`config.mk`:
```
export PLATFORM = sky130hd
export DESIGN_NAME = fetch_pc_unit
export DESIGN_NICKNAME = d
export VERILOG_FILES = /design/src/rtl/mips_pkg.sv /design/src/rtl/next_pc_calc.sv /design/src/rtl/fetch_pc_unit.sv
export SDC_FILE = /design/constraint.sdc
export NUM_CORES = 1
export LEC_CHECK = 0
export ABC_AREA = 1
export CAP_MARGIN = 10
export CORE_MARGIN = 4
export CORE_UTILIZATION = 45
export CTS_CLUSTER_SIZE = 28
export DETAILED_ROUTE_END_ITERATION = 16
export PLACE_DENSITY_LB_ADDON = 0.3
export REMOVE_ABC_BUFFERS = 1
export SETUP_SLACK_MARGIN = 0.5
export SLEW_MARGIN = 20
export SYNTH_ARGS = -nofsm -noshare
export SYNTH_HDL_FRONTEND = slang
export SYNTH_HIERARCHICAL = 1
export SYNTH_SLANG_ARGS = --single-unit
export TNS_END_PERCENT = 10
```
`constraint.sdc`:
```
create_clock -name clk -period 3.17 [get_ports clk]
set_input_delay 0.4755 -clock clk [delete_from_list [all_inputs] [get_ports clk]]
set_output_delay 0.4755 -clock clk [all_outputs]
set_load 0.05 [all_outputs]
```
`src/rtl/mips_pkg.sv`:
```
// Shared definitions for the MIPS-31 front end: decode bit positions,
// the default reset PC and the fetch FSM encoding.
package mips_pkg;

    localparam logic [31:0] RESET_PC_DEF = 32'h0040_0000;

    // Bit positions within the one-hot instruct vector from the decoder.
    localparam int IDX_SLL   = 0;
    localparam int IDX_ADDU  = 1;
    localparam int IDX_SUBU  = 2;
    localparam int IDX_AND   = 3;
    localparam int IDX_OR    = 4;
    localparam int IDX_XOR   = 5;
    localparam int IDX_NOR   = 6;
    localparam int IDX_SLT   = 7;
    localparam int IDX_SLTU  = 8;
    localparam int IDX_SRL   = 9;
    localparam int IDX_SRA   = 10;
    localparam int IDX_SLLV  = 11;
    localparam int IDX_SRLV  = 12;
    localparam int IDX_SRAV  = 13;
    localparam int IDX_JR    = 16;
    localparam int IDX_ADDIU = 17;
    localparam int IDX_ANDI  = 18;
    localparam int IDX_ORI   = 19;
    localparam int IDX_XORI  = 20;
    localparam int IDX_LUI   = 21;
    localparam int IDX_LW    = 22;
    localparam int IDX_SW    = 23;
    localparam int IDX_BEQ   = 24;
    localparam int IDX_BNE   = 25;
    localparam int IDX_SLTI  = 26;
    localparam int IDX_J     = 29;
    localparam int IDX_JAL   = 30;

    typedef logic [1:0] fetch_state_t;
    localparam fetch_state_t ST_IDLE  = 2'd0;
    localparam fetch_state_t ST_FETCH = 2'd1;
    localparam fetch_state_t ST_EXEC  = 2'd2;

    function automatic logic is_onehot(input logic [31:0] v);
        return (v != 32'd0) && ((v & (v - 32'd1)) == 32'd0);
    endfunction

endpackage

```
`src/rtl/next_pc_calc.sv`:
```
// Combinational next-PC selection: jr > j/jal > taken branch > pc+4,
// plus decode-error and misaligned-jr detection.
module next_pc_calc
    import mips_pkg::*;
(
    input  logic [31:0] pc,
    input  logic [25:0] code_low,
    input  logic [31:0] instruct,
    input  logic [31:0] rs_data,
    input  logic        alu_zero,
    output logic [31:0] next_pc,
    output logic [31:0] pc_plus4,
    output logic        illegal_det,
    output logic        addr_err_det
);

    logic [31:0] br_off;
    logic        br_taken;

    assign pc_plus4 = pc + 32'd4;
    assign br_off   = {{14{code_low[15]}}, code_low[15:0], 2'b00};
    assign br_taken = (instruct[IDX_BEQ] && alu_zero) || (instruct[IDX_BNE] && !alu_zero);

    always_comb begin
        next_pc = pc_plus4;
        if (instruct[IDX_JR]) begin
            next_pc = {rs_data[31:2], 2'b00};
        end else if (instruct[IDX_J] || instruct[IDX_JAL]) begin
            next_pc = {pc_plus4[31:28], code_low, 2'b00};
        end else if (br_taken) begin
            next_pc = pc_plus4 + br_off;
        end
    end

    assign illegal_det  = !is_onehot(instruct);
    assign addr_err_det = instruct[IDX_JR] && (rs_data[1:0] != 2'b00);

endmodule

```
`src/rtl/fetch_pc_unit.sv`:
```
// Fetch / PC sequencing stage: IDLE -> FETCH (wait imem_valid) -> EXEC
// (wait ex_done) -> FETCH, holding code and pc stable during EXEC.
module fetch_pc_unit
    import mips_pkg::*;
#(
    parameter logic [31:0] RESET_PC = RESET_PC_DEF,
    parameter int          PC_W     = 32
) (
    input  logic            clk,
    input  logic            rst_n,
    output logic            imem_req,
    output logic [PC_W-1:0] imem_addr,
    input  logic [31:0]     imem_rdata,
    input  logic            imem_valid,
    output logic [31:0]     code,
    output logic            code_valid,
    input  logic [31:0]     instruct,
    input  logic [31:0]     rs_data,
    input  logic            alu_zero,
    input  logic            ex_done,
    output logic [PC_W-1:0] pc,
    output logic [PC_W-1:0] link_addr,
    output logic            illegal,
    output logic            addr_err
);

    fetch_state_t state;
    logic [31:0]  next_pc;
    logic [31:0]  pc_plus4;
    logic         illegal_det;
    logic         addr_err_det;

    next_pc_calc u_next_pc (
        .pc           (pc),
        .code_low     (code[25:0]),
        .instruct     (instruct),
        .rs_data      (rs_data),
        .alu_zero     (alu_zero),
        .next_pc      (next_pc),
        .pc_plus4     (pc_plus4),
        .illegal_det  (illegal_det),
        .addr_err_det (addr_err_det)
    );

    assign imem_req  = (state == ST_FETCH);
    assign imem_addr = pc;
    assign link_addr = pc_plus4;

    always_ff @(posedge clk or negedge rst_n) begin
        if (!rst_n) begin
            state      <= ST_IDLE;
            pc         <= RESET_PC;
            code       <= 32'd0;
            code_valid <= 1'b0;
            illegal    <= 1'b0;
            addr_err   <= 1'b0;
        end else begin
            // Error flags are single-cycle pulses; default them low.
            illegal  <= 1'b0;
            addr_err <= 1'b0;
            case (state)
                ST_IDLE: state <= ST_FETCH;
                ST_FETCH: begin
                    if (imem_valid) begin
                        code       <= imem_rdata;
                        code_valid <= 1'b1;
                        state      <= ST_EXEC;
                    end
                end
                ST_EXEC: begin
                    if (ex_done) begin
                        pc         <= next_pc;
                        code_valid <= 1'b0;
                        illegal    <= illegal_det;
                        addr_err   <= addr_err_det;
                        state      <= ST_FETCH;
                    end
                end
                default: state <= ST_IDLE;
            endcase
        end
    end

endmodule

```
==> reports/qor.yml <==
synth.area.top_cells: "dfrtp_1 (22%), nand2_1 (22%), nand3_1 (8.4%)"
ctsHoldBuffers: 0
rsz0062_at_grt: "yes"
clock_latency_ns: 0.35
maxSlewViolCount: 0
swShare_pct: 57.0
drtIter0Drc: 909
antenna_cells: 0
hold_viol: 0
cp.arrival_ns: 3.32
startpoint: "imem_addr[2]"
pwr-share-comb_pct: 78.1
cts_sinks: 69
vias: 9780
status: "complete, no violations"
endpoint_kind: "flip-flop"
period_minus_slack_ns: 3.03
via_per_inst: 5.43
layout_setup_ws_ns: 0.138
ys_seq_area_share_pct: 22.7
max-vdd-ir-drop_mv: 0.645
crit_required_ns: 3.46
dp.final_hpwl_mm: 23.9
synth_cells: 1281
cts_root_buf: "clkbuf_16"
path_clk_slew_ns: 0.07
dp.cells: 1748
fp.dieH_um: 138
fin_crit_sh_pct: 95.6
antenna_found_initial: 0
p_sw_uw: 7600
gr-total-overflow: 0
syn_avg_cell_area_um2: 5.94
numCtsBuffers: 9
async_reset_ff_share_pct: 100
synth-seq-cells: 69
final_cells: 1801
path_class: "flip-flop to flip-flop"
slew_headroom_pct: 36.0
setup_violations: 0
core_um2: 16600
crit_path_start_kind: "flip-flop"
area_delta_synth_final_pct: 56.3
yosys.area.top_type: "dfrtp_1"
power_leakage_uw: 0.00572
io_buffers: 232
grtUsageTotal_pct: 30.9
syn_area_um2: 7610
drc: 0
wirelength_mm: 31.9
synth_cell_types: 43
max_freq_ghz: 0.330
max_cap_viol_count: 0
cellInternalPower_uw: 5730
multi_input_area_um2: 5780
seq_power_share_pct: 13.4
synth_top_cell_area_share_pct: 22.4
fillers: 1421
grt_pass1_wl_mm: 48.1
synth_most_common_cell: "nand2_1"
fin_nets: 1719
cts_max_path_buffers: 2
ys.flop_type: "dfrtp_1"
synth-edff-count: 0
seqCellArea_um2: 1740
drt-wirelength-per-cell_um: 17.7
crit_path_max_fanout: 6
fin_skew_ns: 0.0117
p_per_area_nw_per_um2: 1120
power.share.clock_pct: 8.5
dieArea_um2: 19100
row_count: 47
gp_congestion: 0.964
grt_max_degree: 70
place_ws_ns: -0.206
boundaryPins: 233
dieWidth_um: 138
ys_warn_count: 6
drive_above_1_share_pct: 22.8
cts_max_level: 3
tightestPinTransition_ns: 0.960
initial_core_util_pct: 45.9
cts_tree: "yes"
yosys-top-cells-count: "nand2_1 (453), nor2_1 (146), inv_1 (143)"
ant_nets: 0
r2r_start: "imem_addr[2]"
hp-class: "primary input to async pin"
drtPass1Iterations: 5
grt_pass1_vias: 9129
[worst paths after layout]
path,end,slack [ns],cells after the start
worst max register to register,imem_addr[19],0.14,20
min in group clk,code[27],0.47,2
worst min-delay path,code[5],0.28,1
worst max-delay path,imem_addr[19],0.14,20
worst min register to register,code[27],0.47,2
max in group asynchronous,imem_addr[23],2.22,1
[cells by family after synthesis]
logic type,share of synthesized area (%)
flops,22.7
fa+ha+maj,7.14
buf+inv,13.9
compound gates,9.69
simple gates,44.1
xor+xnor,2.50
[per-stage QoR]
step | util [%] | power (uW) | area (um2) | TNS (ns) | hold WS [ns]
6_report | 71.7 | 13300 | 11900 | 0 | 0.277
5_1_grt | 71.7 | 14000 | 11900 | -0.0236 | 0.353
4_1_cts | 67.3 | 12400 | 11200 | 0 | 0.311
3_5_place_dp | 62.2 | 10600 | 10300 | -0.841 | 0.457
3_3_place_gp | 62.2 | 10500 | 10300 | -0.944 | 0.459
2_1_floorplan | - | 7210 | 7100 | -27.55 | 0.180
[power by group through the flow]
stage	Combinational, uW	Clock, uW	Sequential [uW]
2_1_floorplan	3640	0	3570
3_3_place_gp	8800	0	1730
3_5_place_dp	8850	0	1730
4_1_cts	9480	1140	1750
5_1_grt	11000	1180	1840
6_report	10400	1140	1780
[worst max-delay path, cell delays in order (launching register included)]
cell	delay (ns)
dfrtp_1	0.41
buf_4	0.15
inv_1	0.07
nor2_2	0.05
buf_4	0.14
buf_4	0.13
xnor2_1	0.19
inv_1	0.12
ha_4	0.32
nand2_1	0.09
inv_1	0.07
nand3b_1	0.08
nand2_1	0.15
nand2_1	0.08
nand2_1	0.18
nand3_1	0.12
nand3_1	0.10
nand3_1	0.18
a21oi_1	0.18
nand3_1	0.08
nand2_1	0.08
[repair_timing]
item	in CTS	in global routing
endpoints found under the setup margin	44	43
pin swaps	31	58
buffers inserted	17	20
resized for setup	92	139
[routing by layer]
layer / global-route usage (%) / part of all wire [%]
met5: 0 / 0
met4: 9.26 / 2.8
met3: 5.66 / 8.2
met2: 50.7 / 47
met1: 41.7 / 42
[sequential cells by signal, indices dropped and copies added (netlist names)]
register / cells
addr_err: 1
code: 32
code_valid: 1
illegal: 1
imem_addr: 32
state: 2
[area by class of cell]
cell class	count	share of cell area [%]
Sequential cell	69	14.6
Clock buffer	10	1.93
Inverter	147	4.68
Clock inverter	6	0.800
Multi-Input combinational cell	996	48.6
Tap cell	220	2.31
Timing Repair Buffer	353	27.1
[cell usage in the layout (no fill, tap or decap), types with 13 or more instances in the layout]
| cell type | count |
|---|---|
| nand2_1 | 412 |
| nor2_4 | 18 |
| ha_1 | 18 |
| inv_2 | 13 |
| nand3_1 | 116 |
| a21oi_1 | 53 |
| nand4_1 | 19 |
| clkdlybuf4s50_1 | 207 |
| buf_4 | 133 |
| nor2_2 | 19 |
| dfrtp_1 | 61 |
| nand3_2 | 13 |
| inv_1 | 131 |
| o21ai_0 | 22 |
| nor2_1 | 119 |
| nand2_2 | 45 |
| a21oi_2 | 21 |
| ha_4 | 21 |
No activity file was read; power rests on OpenSTA's default activity.
